### src/rtl/alu_ctrl_pkg.sv
// Shared constants and FSM state type for the EX-stage ALU control unit.
package alu_ctrl_pkg;

  localparam logic [3:0] ALU_AND = 4'b0000;
  localparam logic [3:0] ALU_OR  = 4'b0001;
  localparam logic [3:0] ALU_ADD = 4'b0010;
  localparam logic [3:0] ALU_MUL = 4'b0101;
  localparam logic [3:0] ALU_SUB = 4'b0110;
  localparam logic [3:0] ALU_SLT = 4'b0111;
  localparam logic [3:0] ALU_SLL = 4'b1000;
  localparam logic [3:0] ALU_SRL = 4'b1001;
  localparam logic [3:0] ALU_NOR = 4'b1100;

  localparam logic [5:0] F_ADD = 6'b100000;
  localparam logic [5:0] F_SUB = 6'b100010;
  localparam logic [5:0] F_AND = 6'b100100;
  localparam logic [5:0] F_OR  = 6'b100101;
  localparam logic [5:0] F_NOR = 6'b100111;
  localparam logic [5:0] F_SLT = 6'b101010;
  localparam logic [5:0] F_MUL = 6'b011000;
  localparam logic [5:0] F_SLL = 6'b000000;
  localparam logic [5:0] F_SRL = 6'b000010;

  localparam logic [1:0] OP_LDST  = 2'b00;
  localparam logic [1:0] OP_BEQ   = 2'b01;
  localparam logic [1:0] OP_ADDI  = 2'b10;
  localparam logic [1:0] OP_RTYPE = 2'b11;

  typedef enum logic [1:0] {
    S_IDLE     = 2'd0,
    S_MUL_RUN  = 2'd1,
    S_MUL_DONE = 2'd2
  } state_t;

endpackage

### src/rtl/alu_funct_decode.sv
// Combinational ALUOp/funct decode into the 4-bit ALU control code.
module alu_funct_decode
  import alu_ctrl_pkg::*;
(
  input  logic [1:0] alu_op,
  input  logic [5:0] funct,
  output logic [3:0] code,
  output logic       illegal
);

  always_comb begin
    code    = ALU_ADD;
    illegal = 1'b0;
    case (alu_op)
      OP_LDST:  code = ALU_ADD;
      OP_BEQ:   code = ALU_SUB;
      OP_ADDI:  code = ALU_ADD;
      default: begin
        case (funct)
          F_ADD:   code = ALU_ADD;
          F_SUB:   code = ALU_SUB;
          F_AND:   code = ALU_AND;
          F_OR:    code = ALU_OR;
          F_NOR:   code = ALU_NOR;
          F_SLT:   code = ALU_SLT;
          F_MUL:   code = ALU_MUL;
          F_SLL:   code = ALU_SLL;
          F_SRL:   code = ALU_SRL;
          default: begin
            code    = ALU_ADD;
            illegal = 1'b1;
          end
        endcase
      end
    endcase
  end

endmodule

### src/rtl/alu_ctrl_seq.sv
// Registered ALU control with a MUL sequencer (start pulse, busy stall, done).
//   state      | meaning
//   S_IDLE     | accepting instructions, decode captured when valid and not stalled
//   S_MUL_RUN  | multiplier iterating, busy_o held, counter counts down to 0
//   S_MUL_DONE | result valid on done_o, held until stall_i drops
module alu_ctrl_seq
  import alu_ctrl_pkg::*;
#(
  parameter int MUL_LAT = 4,
  parameter int CTRL_W  = 4
) (
  input  logic              clk_i,
  input  logic              rst_i,
  input  logic              valid_i,
  input  logic [1:0]        ALUOp_i,
  input  logic [5:0]        funct_i,
  input  logic              stall_i,
  output logic [CTRL_W-1:0] ALUCtrl_o,
  output logic              mul_start_o,
  output logic              busy_o,
  output logic              done_o,
  output logic              illegal_o
);

  localparam int CNT_W = $clog2(MUL_LAT + 1);

  state_t           state;
  logic [CNT_W-1:0] count;
  logic [3:0]       dec_code;
  logic             dec_illegal;
  logic             capture;

  alu_funct_decode u_decode (
    .alu_op  (ALUOp_i),
    .funct   (funct_i),
    .code    (dec_code),
    .illegal (dec_illegal)
  );

  assign capture = (state == S_IDLE) && valid_i && !stall_i;

  always_ff @(posedge clk_i) begin
    if (rst_i) begin
      state       <= S_IDLE;
      count       <= '0;
      ALUCtrl_o   <= CTRL_W'(ALU_ADD);
      mul_start_o <= 1'b0;
      busy_o      <= 1'b0;
      done_o      <= 1'b0;
      illegal_o   <= 1'b0;
    end else begin
      mul_start_o <= 1'b0;
      illegal_o   <= 1'b0;
      case (state)
        S_IDLE: begin
          if (capture) begin
            ALUCtrl_o <= CTRL_W'(dec_code);
            illegal_o <= dec_illegal;
            if (dec_code == ALU_MUL) begin
              state       <= S_MUL_RUN;
              count       <= CNT_W'(MUL_LAT - 1);
              mul_start_o <= 1'b1;
              busy_o      <= 1'b1;
            end
          end
        end
        // The multiplier free-runs, so the countdown ignores stall_i.
        S_MUL_RUN: begin
          if (count == '0) begin
            state  <= S_MUL_DONE;
            busy_o <= 1'b0;
            done_o <= 1'b1;
          end else begin
            count <= count - CNT_W'(1);
          end
        end
        S_MUL_DONE: begin
          if (!stall_i) begin
            state  <= S_IDLE;
            done_o <= 1'b0;
          end
        end
        default: begin
          state  <= S_IDLE;
          busy_o <= 1'b0;
          done_o <= 1'b0;
        end
      endcase
    end
  end

endmodule
### config.mk
export PLATFORM = sky130hd
export DESIGN_NAME = alu_ctrl_seq
export DESIGN_NICKNAME = d
export VERILOG_FILES = /design/src/rtl/alu_ctrl_pkg.sv /design/src/rtl/alu_funct_decode.sv /design/src/rtl/alu_ctrl_seq.sv
export SDC_FILE = /design/constraint.sdc
export NUM_CORES = 1
export LEC_CHECK = 0
export BUFFER_PORTS_ARGS = -buffer_cell sky130_fd_sc_hd__buf_2
export CAP_MARGIN = 5
export CORE_MARGIN = 1.5
export CORE_UTILIZATION = 25
export CTS_BUF_LIST = sky130_fd_sc_hd__clkbuf_8
export CTS_CLUSTER_DIAMETER = 100
export DETAILED_ROUTE_END_ITERATION = 10
export MAX_ROUTING_LAYER = met4
export PLACE_DENSITY_LB_ADDON = 0.05
export SKIP_CTS_REPAIR_TIMING = 1
export SYNTH_ARGS = -nofsm -noshare
export SYNTH_HDL_FRONTEND = slang
export SYNTH_SLANG_ARGS = --single-unit
### constraint.sdc
create_clock -name clk_i -period 3.3 [get_ports clk_i]
set_input_delay 0.66 -clock clk_i [delete_from_list [all_inputs] [get_ports clk_i]]
set_output_delay 0.66 -clock clk_i [all_outputs]
set_load 0.03 [all_outputs]
# Word level (Yosys, flattened, before mapping)
# Cells that the tools add are included.
[word_totals]
ff_bits = 13
in_bits = 12
out_inout_bits = 8
elab_cells = 66
[op_classes]
n_addsub = 1
eq_ne = 18
n_mux = 20
n_bitwise = 3
n_reduce_logical = 17
[op_table]
columns = ["cell", "n"]
rows = [
  ["$eq 6x6->1 const B", 6],
  ["$pmux 4 s8", 1],
  ["$reduce_and 4->1", 3],
  ["$mux 3", 3],
  ["$reduce_or 9->1", 1],
  ["$mux 2", 4],
  ["$ne 2x2->1 const B", 4],
  ["$pmux 4 s2", 1],
  ["$mux 1", 7],
  ["$eq 6x2->1 const B", 1],
  ["$eq 6x5->1 const B", 1],
  ["$logic_not 6->1", 1],
  ["$pmux 1 s3", 2],
  ["$pmux 2 s3", 1],
  ["$pmux 3 s2", 1],
  ["$reduce_or 6->1", 1],
  ["$eq 2x1->1 const B", 2],
  ["$eq 2x2->1 const B", 2],
  ["$eq 4x3->1 const B", 1],
  ["$logic_not 2->1", 2],
  ["$logic_not 3->1", 1],
  ["$not 1->1", 3],
  ["$reduce_and 3->1", 1],
  ["$reduce_or 3->1", 1],
  ["other kinds (7)", 8],
]

# Depth between registers and ports, before layout
# Gate-level depths: netlist of run 1.
[logic_depth]
depth_word = 7
ltp_mapped = 7
ltp_nobuf = 7

# Cells and area by module
# From an unflattened synthesis of run 1, not the netlist that was laid out.
[hier_totals]
cells_unflattened = 82
area_unflattened_um2 = 737.0
[by_module_without_submodules]
columns = ["module", "instances", "cells_per_inst", "area_per_inst_um2", "seq_area_each_um2"]
rows = [
  ["alu_ctrl_seq", 1, 54, 559.3, 260.2],
  ["alu_funct_decode", 1, 28, 177.7, 0.0],
]

# Worst setup path after synthesis of run 1
# OpenSTA, ideal clock, no wires.
[synth_path]
path_type = "in2reg"
startpoint = "in funct_i[0]"
endpoint = "reg count[0]"
setup_ns = 0.088
arrival_ns = 2.038
slack_ns = 1.174
cell_stages = 5
cell_sequence = "or2_4 > a2111o_1 > a311oi_2 > nand4_2 > a311oi_2"
[synth_via]
elab_chain_len = 6
[synth_rtl]
columns = ["item", "line_no", "rtl"]
rows = [
  ["start: declaration", "alu_ctrl_seq.sv:16", "input logic [5:0] funct_i,"],
  ["$eq 6x2->1 (tied with other cells)", "alu_funct_decode.sv:19", "case (funct)"],
  ["$pmux 4 s8 (*)", "alu_funct_decode.sv:19", ""],
  ["$pmux 4 s2 (*)", "alu_funct_decode.sv:14", "case (alu_op)"],
  ["$eq 4x3->1 (*)", "alu_ctrl_seq.sv:59", "if (dec_code == ALU_MUL) begin"],
  ["$ne 2x1->1 (no line) (*)", "n/a", ""],
  ["$reduce_and 4->1 (no line) (*)", "n/a", ""],
  ["end signal: assignment", "alu_ctrl_seq.sv:61", "count <= CNT_W'(MUL_LAT - 1);"],
  ["end signal: assignment", "alu_ctrl_seq.sv:74", "count <= count - CNT_W'(1);"],
  ["end: declaration", "alu_ctrl_seq.sv:28", "logic [CNT_W-1:0] count;"],
]
# Mark *: on every way between the ends. The rest lies on a longest branch, timed or not.
# A chain may end at the register's enable or synchronous reset.

# Final worst setup path of run 1
[layout_path]
startpoint = "in funct_i[5]"
endpoint = "reg count[0]"
# Same word-level chain as after synthesis.

==> results.cfg, run 1 <==
[critical_path]
cpMostUsedCell = a311oi_2
critPathMaxFanout = 11
crit_chain = buf_2 > or2b_2 > a2111o_1 > a311oi_2 > nand4_2 > a311oi_2
cp-end-kind = flip-flop
max_stage_delay_ns = 0.32
r2r_cells = 4
cp.arrival_ns = 2.33
start_kind = primary input
r2r_slack_ns = 1.27
cp_data_required_time_ns = 3.46
r2r-start = state[0]
path_class = primary input to flip-flop
cp_slowest_cell = or2b_2
r2r_end = count[0]

[synth]
syn_inst = 106
synth_top_area_share_pct = 30.59
ys_types = 38
synth_top_cell_by_area = dfxtp_1
synth_seq_cells = 13
synthArstFlopShare_pct = 0
seq_area_frac_synth_pct = 30.59
synth_area_leaders = dfxtp_1, ha_1, a21oi_1
dominantRegCellSynth = dfxtp_1
synth_nets = 123
yosys_warnings = 0
avgSynthCellArea_sq_um = 8.027
synth_edf_count = 0
synthesis.area_sq_um = 850.8

[final_layout]
diodes = 0
drive_gt1_share_pct = 23.39
areaGrowthSynthToFinish_pct = 20.15
nets = 142

[route]
drtIter0Drc = 20
first_pass_iters = 4
vias_per_cell = 4.786
via_count = 804
drtAntennaViolNets = 0
wl_per_cell_um = 11.64
drc = 0
routed_wl_um = 1956

[sta]
hold_ws_ns = 0.4505
max_freq_mhz = 460.1
slew_viol_final = 0
period_needed_ns = 2.173
fin_skew_ns = 0.003037
fin_crit_sh_pct = 65.86
finalHoldViolCount = 0
relSlewSlack_pct = 68.18
finalSetupViolCount = 0
worst_pin_slew_ns = 0.4763
rsz0062_at_grt = no
fin_setup_tns_ns = 0

[flow_run]
maxCapViolCount = 0

[clock_tree]
clk_pin_slew_ns = 0.06
clkSinkCount = 13
htreeDepth = 1
cts_buffers = 3
clock_latency_ns = 0.24
tritoncts = yes
ctsLongestPathBuffers = 2
root_buffer = clkbuf_8

[grt]
grt_max_degree = 14
antenna_found_initial = 0
grt_pass1_wl_um = 3243
busiest_layer = met1
use_met1_pct = 17.47
use_met2_pct = 16.11
grt_pass1_vias = 716
grt_use_met3_pct = 3.992
grt_use_total_pct = 12.06
grt_overflow_total = 0

[power]
peakVddDrop_uv = 183.3
total_power_mw = 0.3482
switching_share_pct = 25.72
power_switching_mw = 0.08958
power_frac_seq_pct = 45.7
powerDensity_nw_per_um2 = 340.7
internal_power_mw = 0.2587
clkPwrFrac_pct = 40.2
leakagePower_nw = 0.4052
combinationalPowerShare_pct = 14.0

[die]
die_x_um = 61.34
die_h_um = 61.34
start_util_pct = 26.98
rows = 20
die_area_sq_um = 3762
core-area_sq_um = 3153
io_pins = 20

[placed_design]
hpwl_um = 1462
gp_congestion = 0.7520
io_buffer_count = 19

[hold_path]
hp-start = busy_o
min_to = busy_o
whs_path_depth = 2
hold_path.class = flip-flop to flip-flop

[outcome]
status = completed
[critical path, delay by kind of cell]
family / cells / cell delay, ns
compound gates: 3 / 0.91
buf+inv: 1 / 0.19
simple gates: 2 / 0.56
[layout by cell type, fill, tap and decap left out, drive strengths merged, types with 4 or more instances in the layout]
master | synthesis | routed
inv | 7 | 8
nand2 | 9 | 9
ha | 5 | 5
nand3 | 4 | 4
dfxtp | 13 | 13
nor2 | 12 | 12
nor3 | 4 | 4
buf | 3 | 19
a21oi | 10 | 10
nor2b | 5 | 5
[cell usage after synthesis, drive strengths merged, types with 3 or more instances]
master  count
a21oi      10
buf         3
dfxtp      13
ha          5
inv         7
nand2       9
nand3       4
nor2       12
nor2b       5
nor3        4
nor3b       3
o21ai       3
[how the worst max path moves through the flow]
stage	cells after the start	from	to	slack (ns)
floorplan	5	funct_i[0]	count[0]	1.17
global placement	6	funct_i[5]	count[0]	0.90
detailed placement	6	funct_i[5]	count[1]	0.89
CTS	6	funct_i[5]	count[0]	1.13
global route	6	funct_i[5]	count[0]	1.02
finish	6	funct_i[5]	count[0]	1.13
[flip-flops by register name, indices dropped and copies added (netlist names)]
signal / count
done_o: 1
busy_o: 1
mul_start_o: 1
illegal_o: 1
count: 3
ALUCtrl_o: 4
state: 2
[routing by layer]
layer | up-vias | wire length, um
met3 | 2 | 143
li1 | 421 | -
met1 | 356 | 1068
met5 | - | 0
met4 | 0 | 8
met2 | 25 | 736
[cell type report]
cell class / instances / area [sq um]
Clock buffer: 3 / 41.29
Tap cell: 44 / 55.05
Sequential cell: 13 / 260.3
Timing Repair Buffer: 19 / 95.09
Multi-Input combinational cell: 81 / 540.5
Clock inverter: 1 / 3.754
Inverter: 7 / 26.28
Fill cell: 374 / 2131
[cell families (layout without fill, tap and decap cells)]
family	Yosys count	count (layout)	synth area share, %
buffers and inverters	12	30	5.883
AOI/OAI and AO/OA	28	28	24.85
DFF	13	13	30.59
adders and majority gates	5	5	7.353
and+or+nand+nor	48	48	31.32
[per-stage QoR]
stage               std cells  setup WS [ns]  util (%)  cell area, sq um
floorplan                 106          1.174         -             850.8
global placement          164         0.8962     30.99             977.2
detailed placement        164         0.8862     30.99             977.2
CTS                       168          1.131     32.42              1022
global route              168          1.022     32.42              1022
finish                    168          1.127     32.42              1022
[power groups by stage]
stage          Sequential, mW  Combinational (mW)  Clock (mW)
2_1_floorplan           0.166              0.0290           0
3_3_place_gp            0.163              0.0499           0
3_5_place_dp            0.163              0.0487           0
4_1_cts                 0.159              0.0489       0.145
5_1_grt                 0.159              0.0538       0.154
6_report                0.159              0.0489       0.140
Note: power is estimated with default switching activity, not from simulation.
==> inputs of run 2 (changes only) <==
- ABC_AREA: unset -> 1
- clock period: 3.3 -> 1.9 ns (I/O delays scaled with it)
==> results.cfg, run 2 <==
[outcome]
status = completed

[sta]
fin_skew_ns = 0.002876
fin_crit_sh_pct = 75.68
max_freq_mhz = 695.5
rsz0062_at_grt = no
fin_setup_tns_ns = 0
finalHoldViolCount = 0
period_needed_ns = 1.438
finalSetupViolCount = 0
worst_pin_slew_ns = 0.2839
layout_setup_ws_ns = 0.4621
slew_viol_final = 0
relSlewSlack_pct = 80.91

[route]
first_pass_iters = 4
drc = 0
vias_per_cell = 4.082
routed_wl_um = 1814
drtIter0Drc = 49
wl_per_cell_um = 9.351
drtAntennaViolNets = 0
via_count = 792

[power]
leakagePower_nw = 0.5635
peakVddDrop_uv = 279.8
powerDensity_nw_per_um2 = 580.4

[die]
io_pins = 20
core-area_sq_um = 3311
start_util_pct = 25.89
die_h_um = 61.55
die_x_um = 61.55
rows = 21
die_area_sq_um = 3788

[clock_tree]
clock_latency_ns = 0.24
clkSinkCount = 13
cts_buffers = 3
clk_pin_slew_ns = 0.05
htreeDepth = 1
tritoncts = yes
root_buffer = clkbuf_8
ctsLongestPathBuffers = 2

[synth]
avgSynthCellArea_sq_um = 6.802
synth_common_cells = nand2_1, inv_1, nor2_1
seq_area_frac_synth_pct = 30.36
syn_inst = 126
synthArstFlopShare_pct = 0
dominantRegCellSynth = dfxtp_1
ys_types = 20
yosys_warnings = 0
synth_top_cell_by_area = dfxtp_1
synth_seq_cells = 13
synth_top_area_share_pct = 30.36
synth_nets = 143
synth_area_leaders = dfxtp_1, nand2_1, inv_1
synthesis.area_sq_um = 857.1
synth_edf_count = 0
synth_most_common_cell = nand2_1

[critical_path]
critPathMaxFanout = 3
path_class = flip-flop to flip-flop
crit_chain = inv_1 > ha_1 > nand2_1 > inv_1 > nor2_1 > inv_1 > o31ai_1 > o21ai_0 > a21oi_1
cp.arrival_ns = 1.61
r2r_cells = 9
r2r-start = count[0]
cp-end-kind = flip-flop
max_stage_delay_ns = 0.33
start_kind = flip-flop
cp_slowest_cell = dfxtp_1
cpMostUsedCell = inv_1
r2r_slack_ns = 0.46
cp_data_required_time_ns = 2.08
r2r_end = done_o
cp-startpoint = count[0]
endpoint = done_o

[grt]
antenna_found_initial = 0
grt_max_degree = 10
grt_use_total_pct = 11.48
grt_pass1_wl_um = 3091
grt_pass1_vias = 714
grt_overflow_total = 0

[final_layout]
nets = 166
diodes = 0
layout_common_cells = nand2_1, inv_1, buf_2
drive_gt1_share_pct = 27.70
areaGrowthSynthToFinish_pct = 22.19
fin_area_sq_um = 1047
layout_commonest_cell = nand2_1
top_register = ALUCtrl_o
top_regs = ALUCtrl_o (4), count (3), state (2)
largest_reg_flops = 4

[placed_design]
place_ws_ns = 0.2486
io_buffer_count = 19
gp_congestion = 0.8236
hpwl_um = 1484
post_dp_cell_area_sq_um = 1002

[hold_path]
hold_path.class = primary input to flip-flop

[flow_run]
maxCapViolCount = 0
run 2: layer usage:
metal | track usage, % | vias up | part of all wire, %
li1 | - | 439 | -
met4 | 3.647 | 0 | 0.88
met1 | 16.50 | 322 | 56
met2 | 14.89 | 29 | 36
met3 | 3.782 | 2 | 7.1
met5 | - | - | 0
run 2: report_power, final:
group          switching (mW)  leakage [nW]  internal, mW
clock network          0.0953        0.0269         0.142
registers             0.00234         0.105         0.278
logic                  0.0586         0.431        0.0309
run 2: through the flow:
step | hold slack, ns | utilization (%) | power, mW | std cells
after global placement | 0.4537 | 30.27 | 0.3771 | 190
after global routing | 0.4585 | 31.63 | 0.6476 | 194
final | 0.4440 | 31.63 | 0.6078 | 194
after detailed placement | 0.4586 | 30.27 | 0.3765 | 190
after CTS | 0.4395 | 31.63 | 0.6230 | 194
after floorplan | 0.4922 | - | 0.3449 | 126
run 2: worst min-delay path by stage:
| stage | start | end | cells past startpoint |
|---|---|---|---|
| CTS | rst_i | busy_o | 2 |
| detailed placement | busy_o | busy_o | 2 |
| global route | rst_i | state[0] | 2 |
| global placement | ALUCtrl_o[1] | ALUCtrl_o[1] | 2 |
| finish | rst_i | busy_o | 2 |
| floorplan | count[1] | count[1] | 4 |
run 2: cell type report:
type / instances / area [sq um]
Clock buffer: 3 / 41.29
Clock inverter: 1 / 3.754
Fill cell: 380 / 2263
Inverter: 26 / 97.59
Multi-Input combinational cell: 86 / 491.7
Sequential cell: 13 / 260.3
Tap cell: 46 / 57.56
Timing Repair Buffer: 19 / 95.09
run 2: cells by family after synthesis:
logic type / after synthesis / share of synthesized area (%)
flip-flops: 13 / 30.37
AND/OR/NAND/NOR: 68 / 41.75
buffers and inverters: 27 / 12.26
adder cells (fa/ha/maj): 5 / 7.299
AO/OA/AOI/OAI: 12 / 7.299
XOR/XNOR: 1 / 1.022
run 2: critical path: cells and delay by family (launching register included):
| family | cells | cell delay (ns) |
|---|---|---|
| buf+inv | 3 | 0.24 |
| compound gates | 3 | 0.34 |
| flops | 1 | 0.33 |
| simple gates | 2 | 0.28 |
| fa+ha+maj | 1 | 0.20 |
